==> src/rtl/tpu_pkg.sv <==
// Shared definitions for the matrix-unit result path.
// Holds the result streamer FSM encoding and the C element indices, which
// the controller uses too, so both ends agree on how output_sel numbers
// the 2x2 result tile.
package tpu_pkg;

    // Streamer FSM: wait for a done pulse, copy the tile, then emit it.
    typedef enum logic [1:0] {
        ST_IDLE    = 2'd0,
        ST_CAPTURE = 2'd1,
        ST_STREAM  = 2'd2
    } stream_state_e;

    // C element indices as driven on output_sel and used as beat pointer.
    localparam logic [1:0] C00 = 2'd0;
    localparam logic [1:0] C01 = 2'd1;
    localparam logic [1:0] C10 = 2'd2;
    localparam logic [1:0] C11 = 2'd3;

    localparam int ELEMS = 4;

    // True for the final element of a tile (the beat that carries m_last).
    function automatic logic is_last_elem(input logic [1:0] idx);
        return (idx == C11);
    endfunction

endpackage

==> src/rtl/result_streamer.sv <==
// result_streamer
// Copies the 2x2 C tile out of the matrix-unit controller after each done
// pulse and replays it as a four-beat valid/ready stream (C00..C11).
//
// Ports
//   clk           sole clock, rising edge
//   rst_n         asynchronous active-low reset
//   mmu_done      one-cycle done pulse from the controller
//   c_data        controller out_data, combinational from output_en/output_sel
//   output_en     read enable to the controller (CAPTURE only)
//   output_sel    element index to the controller (0=C00 .. 3=C11)
//   m_valid       stream beat valid
//   m_ready       downstream accept
//   m_data        stream beat payload
//   m_last        marks the C11 beat
//   overflow      sticky: a done pulse arrived while busy and was dropped
//   clr_overflow  synchronous clear of overflow (a same-cycle set wins)
//   result_count  number of fully streamed tiles, wraps 255 -> 0
//   dbg_state_o   current FSM state, for observation only
//
// Stream handshake: a beat transfers on a rising edge where m_valid and
// m_ready are both high. Once m_valid rises it stays high, and m_data and
// m_last stay unchanged, until that transfer happens; m_ready is ignored
// whenever m_valid is low.
module result_streamer
    import tpu_pkg::*;
#(
    parameter int DATA_W = 8
) (
    input  logic              clk,
    input  logic              rst_n,
    input  logic              mmu_done,
    input  logic [DATA_W-1:0] c_data,
    output logic              output_en,
    output logic [1:0]        output_sel,
    output logic              m_valid,
    input  logic              m_ready,
    output logic [DATA_W-1:0] m_data,
    output logic              m_last,
    output logic              overflow,
    input  logic              clr_overflow,
    output logic [7:0]        result_count,
    output stream_state_e     dbg_state_o
);

    stream_state_e     state_q, state_d;
    logic [1:0]        idx_q, idx_d;      // capture index
    logic [1:0]        ptr_q, ptr_d;      // beat pointer
    logic [DATA_W-1:0] buf_q [ELEMS];
    logic [DATA_W-1:0] buf_d [ELEMS];
    logic              overflow_q, overflow_d;
    logic [7:0]        count_q, count_d;

    logic              accept;
    logic              last_accept;
    logic              ovf_set;

    assign accept      = (state_q == ST_STREAM) && m_ready;
    assign last_accept = accept && is_last_elem(ptr_q);

    // ------------------------------------------------------------------
    // Next-state logic
    // ------------------------------------------------------------------
    always_comb begin
        state_d = state_q;
        idx_d   = idx_q;
        ptr_d   = ptr_q;
        count_d = count_q;
        ovf_set = 1'b0;
        for (int i = 0; i < ELEMS; i++) begin
            buf_d[i] = buf_q[i];
        end

        unique case (state_q)
            ST_IDLE: begin
                if (mmu_done) begin
                    state_d = ST_CAPTURE;
                    idx_d   = C00;
                end
            end

            ST_CAPTURE: begin
                // The controller holds C steady long enough that a plain
                // one-element-per-cycle copy needs no handshake.
                buf_d[idx_q] = c_data;
                if (mmu_done) begin
                    ovf_set = 1'b1;
                end
                if (is_last_elem(idx_q)) begin
                    state_d = ST_STREAM;
                    idx_d   = C00;
                    ptr_d   = C00;
                end else begin
                    idx_d = idx_q + 2'd1;
                end
            end

            ST_STREAM: begin
                if (accept) begin
                    ptr_d = ptr_q + 2'd1;
                end
                if (last_accept) begin
                    count_d = count_q + 8'd1;
                    ptr_d   = C00;
                    // A done landing exactly on the final accept is taken
                    // as the next tile rather than treated as an overrun.
                    if (mmu_done) begin
                        state_d = ST_CAPTURE;
                        idx_d   = C00;
                    end else begin
                        state_d = ST_IDLE;
                    end
                end else if (mmu_done) begin
                    ovf_set = 1'b1;
                end
            end

            default: begin
                state_d = ST_IDLE;
                idx_d   = C00;
                ptr_d   = C00;
            end
        endcase

        // Set has priority over a simultaneous clear.
        overflow_d = ovf_set || (overflow_q && !clr_overflow);
    end

    // ------------------------------------------------------------------
    // State registers
    // ------------------------------------------------------------------
    always_ff @(posedge clk or negedge rst_n) begin
        if (!rst_n) begin
            state_q    <= ST_IDLE;
            idx_q      <= C00;
            ptr_q      <= C00;
            overflow_q <= 1'b0;
            count_q    <= 8'd0;
        end else begin
            state_q    <= state_d;
            idx_q      <= idx_d;
            ptr_q      <= ptr_d;
            overflow_q <= overflow_d;
            count_q    <= count_d;
        end
    end

    always_ff @(posedge clk or negedge rst_n) begin
        if (!rst_n) begin
            for (int i = 0; i < ELEMS; i++) begin
                buf_q[i] <= '0;
            end
        end else begin
            for (int i = 0; i < ELEMS; i++) begin
                buf_q[i] <= buf_d[i];
            end
        end
    end

    // ------------------------------------------------------------------
    // Outputs (all decoded from registered state, so reset zeroes them)
    // ------------------------------------------------------------------
    always_comb begin
        output_en  = 1'b0;
        output_sel = C00;
        m_valid    = 1'b0;
        m_data     = '0;
        m_last     = 1'b0;
        if (state_q == ST_CAPTURE) begin
            output_en  = 1'b1;
            output_sel = idx_q;
        end
        if (state_q == ST_STREAM) begin
            m_valid = 1'b1;
            m_data  = buf_q[ptr_q];
            m_last  = is_last_elem(ptr_q);
        end
    end

    assign overflow     = overflow_q;
    assign result_count = count_q;
    assign dbg_state_o  = state_q;

endmodule

==> config.mk <==
export PLATFORM = sky130hd
export DESIGN_NAME = result_streamer
export DESIGN_NICKNAME = d
export VERILOG_FILES = /design/src/rtl/tpu_pkg.sv /design/src/rtl/result_streamer.sv
export SDC_FILE = /design/constraint.sdc
export NUM_CORES = 1
export LEC_CHECK = 0
export CAP_MARGIN = 30
export CORE_MARGIN = 2
export CORE_UTILIZATION = 53
export DETAILED_ROUTE_END_ITERATION = 10
export PLACE_DENSITY = 0.9
export SKIP_LAST_GASP = 1
export SLEW_MARGIN = 20
export SYNTH_ARGS = -nofsm -noshare
export SYNTH_HDL_FRONTEND = slang
export SYNTH_SLANG_ARGS = --single-unit
==> constraint.sdc <==
create_clock -name clk -period 2 [get_ports clk]
set_input_delay 0.3 -clock clk [delete_from_list [all_inputs] [get_ports clk]]
set_output_delay 0.3 -clock clk [all_outputs]
set_load 0.03 [all_outputs]
# Word-level counts from Yosys, hierarchy flattened

Index checks and enable logic that the tools add are counted.

Register bits: 47
Output and inout port bits: 24
Word-level logic and storage cells: 63
Bits of input ports: 13

Bitwise operators: 3
Multiplexer cells: 27
Equal/unequal tests: 8
Reduce and logical (&&, ||, !) cells: 10
Magnitude comparators: 3
Add/subtract/negate cells: 3

Operators by type and width:

| cell                  | count |
|---|---|
| $bwmux W32            | 1 |
| $mux W8               | 4 |
| $mux W2               | 10 |
| $pmux W2 S3           | 3 |
| $bmux W8 S2           | 1 |
| $demux W8 S2          | 1 |
| $add A8 B1 Y8 const B | 1 |
| $eq A2 B2 Y1 const B  | 3 |
| $ge A3 B3 Y1 const B  | 2 |
| $mux W1               | 6 |
| $ne A2 B2 Y1 const B  | 3 |
| $not A2 Y3            | 2 |
| $reduce_and A3 Y1     | 2 |
| $add A2 B1 Y2 const B | 2 |
| $logic_and A1 B1 Y1   | 4 |
| $lt A3 B1 Y1 const B  | 1 |
| $ne A3 B3 Y1 const B  | 1 |
| $eq A2 B1 Y1 const B  | 1 |
| $logic_not A2 Y1      | 1 |
| $pmux W1 S2           | 1 |
| $reduce_and A2 Y1     | 1 |
| $logic_not A1 Y1      | 1 |
| $logic_or A1 B1 Y1    | 1 |
| $not A1 Y1            | 1 |

# Depth between registers and ports, before layout

Depth after elaboration: 6
Mapped depth: 6
Mapped depth without buffers: 5

# Worst setup path before layout

Ideal clock, no wire load.

Path type: reg-to-reg
From: register state_q[0], in the netlist dbg_state_o[0]
To: register count_q[1], in the netlist result_count[1]
Setup time: 0.125 ns
Data required time: 1.875 ns
Path buffers: 0
Cell stages (with the launch flop): 6
Slack: -0.045 ns
Period minus slack after synthesis: 2.045 ns
Arrival: 1.920 ns
Cells stage by stage: dfrtp_1 inv_1 ha_1 and2_1 nand2_1 mux2_2

Cells in the longest elaborated chain, start to end: 4

RTL lines:

| what                          | RTL line                                     | source |
|---|---|---|
| from (decl)                   | result_streamer.sv:46                        | `stream_state_e state_q, state_d;` |
| from (signal assigned)        | result_streamer.sv:140                       | `state_q <= state_d;` |
| $eq A2 B2 Y1 *                | result_streamer.sv:58, result_streamer.sv:74 |  |
| $logic_and A1 B1 Y1           | result_streamer.sv:58                        | `assign accept = (state_q == ST_STREAM) && m_ready;` |
| $logic_and A1 B1 Y1           | result_streamer.sv:59                        | `assign last_accept = accept && is_last_elem(ptr_q);` |
| $reduce_and A2 Y1 (no line) * | -                                            |  |
| to (signal assigned)          | result_streamer.sv:144                       | `count_q <= count_d;` |
| to (decl)                     | result_streamer.sv:52                        | `logic [7:0] count_q, count_d;` |

Mark *: on every way between the ends. The rest lies on a longest branch, timed or not.
A chain may end at the register's enable or synchronous reset.

# Worst setup path in the final report

From: register ptr_q[0]
To: output port m_data[2]

Cells in the longest elaborated chain, start to end: 5

RTL lines:

| what                                       | RTL line               | source |
|---|---|---|
| from (decl)                                | result_streamer.sv:48  | `logic [1:0] ptr_q, ptr_d;` |
| from (signal assigned)                     | result_streamer.sv:142 | `ptr_q <= ptr_d;` |
| $not A2 Y3 (implied by the code)           | result_streamer.sv:175 | `m_data = buf_q[ptr_q];` |
| $bmux W8 S2                                | result_streamer.sv:175 |  |
| $mux W8 (implied by the code) (2 in a row) | result_streamer.sv:175 |  |
| $mux W8                                    | result_streamer.sv:173 | `if (state_q == ST_STREAM) begin` |
| to (decl)                                  | result_streamer.sv:38  | `output logic [DATA_W-1:0] m_data,` |

Every way passes these cells. The select of a mux whose other input is x is not followed.

==> results.md <==
- Yosys warns: 0
- Final instance area: 2810 µm²
- Clock Sinks: 47
- Status: completed
- Final hold viol count: 0
- VDD IR max: 0.000822 V
- Worst hold slack: 437 ps
- Netlist cell types: 27
- DR pass1 iterations: 4
- DRT antenna net count: 0
- Period utilisation layout: 98.2%
- Die width: 69.6 µm
- Die Height: 69.6 µm
- CP Data Required Time: 1700 ps
- Clock Pin Slew Worst Setup and Hold Paths: 80 ps
- First-pass GRT wire length: 7270 µm
- IO buf count: 36
- Sequential element share of the synthesized area: 51.6%
- Crit path max fanout: 4
- Routed vias: 1499
- CP Capture Type: output port
- Rows: 23
- Storage cell area: 1180 µm²
- Syn nets: 190
- CTS max path bufs: 2
- Post-synthesis cell area: 2280 µm²
- #FFs+latches synth: 47
- Leak: 0.00128 µW
- Pwr per Cell Area: 1300 nW/µm²
- HPWL Detailed: 3150 µm
- CTS Root Cell: clkbuf_8
- Crit Path Class: reg -> out
- Maximum clock frequency: 509 MHz
- Post-layout util: 69.3%
- Vias in the first global route: 1496
- CTS tree: yes
- Actual slew at the worst max-slew pin: 428 ps
- Vias per Instance: 5.66
- Final slew viol count: 0
- Non-Filler Instances: 265
- Layout area overhead: 23.4%
- Wire length per cell: 16.8 µm
- R2r setup slk: 190 ps
- Ports: 37
- Final setup fails: 0
- Post-synthesis instance total: 167
- Core ar.: 4060 µm²
- # fillers: 309
- Initial DRC count: 69
- Clock skew: 4.00 ps
- Relative slew slack: 71.4%
- Multi-input gate area: 1080 µm²
- Grt ovf: 0
- Mean Syn Cell Area: 13.7 µm²
- Reg2reg path depth: 5
- Antenna diodes: 0
- Layout cells sized above 1: 34.9%
- RSZ-0062 raised after global routing: true
- Post-synth top area share: 51.6%
- Initial Util: 56.2%
- Clk Latency, worst-skew pair: 300 ps
- Total GRT Usage: 19.6%
- Tightest Hold Check Type: in -> async
- Synth top area cells: dfrtp_1 (52%), mux2_2 (17%), mux4_2 (7.9%)
- Largest net degree at the start of global routing: 18
- Antenna violations before repair: 0
- Die area: 4840 µm²
- # H-tree levels: 2
- Placed Cells: 257
- Crit path DAT: 1660 ps
- Final #Nets: 238
- DRC Markers: 0
- Cell Area, Placed: 2740 µm²
- Max Cap Viol: 0
- FF-to-FF Start: dbg_state_o[1]
- Routability cong.: 0.748
- Num CTS Buffers: 5
- Worst R2R End: buf_q[3]
- Tmin final: 1960 ps
- Post-synth top area cell: dfrtp_1
- Startpoint types: flip-flop
- Routed Wire Length: 4460 µm
worst max-delay path by stage:
stage	startpoint	to	slack [ps]	depth (start not counted)
finish	ptr_q[0]	m_data[2]	40	4
global route	ptr_q[0]	m_data[2]	-40	4
CTS	ptr_q[0]	m_data[2]	-170	4
detailed placement	ptr_q[1]	m_data[2]	-70	3
global placement	ptr_q[0]	m_data[6]	-30	4
floorplan	dbg_state_o[1]	dbg_state_o[0]	70	6
power breakdown:
group          switching, µW  internal [µW]  leakage, µW
clock                    311            366    0.0000513
combinational            674            783     0.000649
sequential               194           1330     0.000575
total                   1180           2480      0.00128
cells in the final DEF, fill, tap and decap left out, types with 2 or more instances in the layout:
master / n
and2_1: 11
clkbuf_2: 2
buf_4: 9
clkbuf_8: 5
a22o_1: 2
nor3_1: 4
nor2b_1: 2
ha_1: 8
nand3_1: 2
buf_2: 9
clkdlybuf4s50_1: 22
xor2_1: 5
o21ai_0: 2
mux2_2: 34
inv_1: 6
mux2i_1: 2
nor2_1: 4
mux4_2: 8
dlygate4sd2_1: 2
xnor2_1: 2
nand2_1: 13
dfrtp_1: 46
metrics by stage:
step | total power [µW] | TNS [ps] | setup slack [ps]
after detailed placement | 3050 | -420 | -72.1
after CTS | 3680 | -167 | -167
after global routing | 3880 | -156 | -35.3
after global placement | 2950 | -202 | -32.0
final | 3660 | 0 | 36.8
after floorplan | 2570 | 0 | 74.4
critical path, cell delays in order, from the launching register on:
cell	delay, ps
dfrtp_1	350
buf_4	160
mux4_2	500
and2_1	170
buf_2	170
metal layers:
layer  part of all wire (%)  global-route usage [%]  vias up
li1                       -                       -      688
met1                     45                    25.4      760
met2                     47                    31.2       43
met3                    5.9                    6.25        8
met4                    1.3                    6.54        0
met5                      0                       0        -
cell type report:
class / instances / area share (%)
clock buffer: 6 / 2.58
clock inverter: 1 / 1.07
inverter: 6 / 0.800
multi-input combinational: 110 / 38.3
sequential: 47 / 41.8
tap: 50 / 2.22
timing repair buffer: 45 / 13.2
cells in the mapped netlist:
cell      count
nand2_1      13
nor3b_1       1
dfrtp_1      47
a21oi_1       1
nor4_2        1
nor3_1        4
and2_1       11
a21boi_2      1
buf_2         2
nor2_1        4
xor2_1        5
and3_2        1
inv_1         6
nor2b_1       2
o32a_1        1
nand3_1       2
nand4_4       1
xnor2_1       2
o21ai_0       2
mux4_2        8
o211ai_1      1
ha_1         10
a22o_1        2
mux2_2       34
a211o_1       1
mux2i_1       2
clkbuf_1      2
state kept, by name, summed over array words and instances, names as in the netlist:
register      cells
buf_q            32
result_count      8
dbg_state_o       2
idx_q             2
ptr_q             2
overflow          1
cells by family after synthesis:
| family | Yosys count | synth area share [%] |
|---|---|---|
| buf+inv | 10 | 1.76 |
| mux | 44 | 25.6 |
| flops | 47 | 51.6 |
| xor+xnor | 7 | 2.69 |
| simple gates | 40 | 9.82 |
| fa+ha+maj | 10 | 5.49 |
| compound gates | 9 | 3.07 |
repair_timing:
item / 4_1_cts / 5_1_grt
setup endpoints to repair: 13 / 11
pin swaps: 0 / 0
hold buffers: 1 / 0
resized for setup: 41 / 9
setup buffers: 0 / 0
hold endpoints to repair: 15 / 0
(Power assumes the default switching activity.)
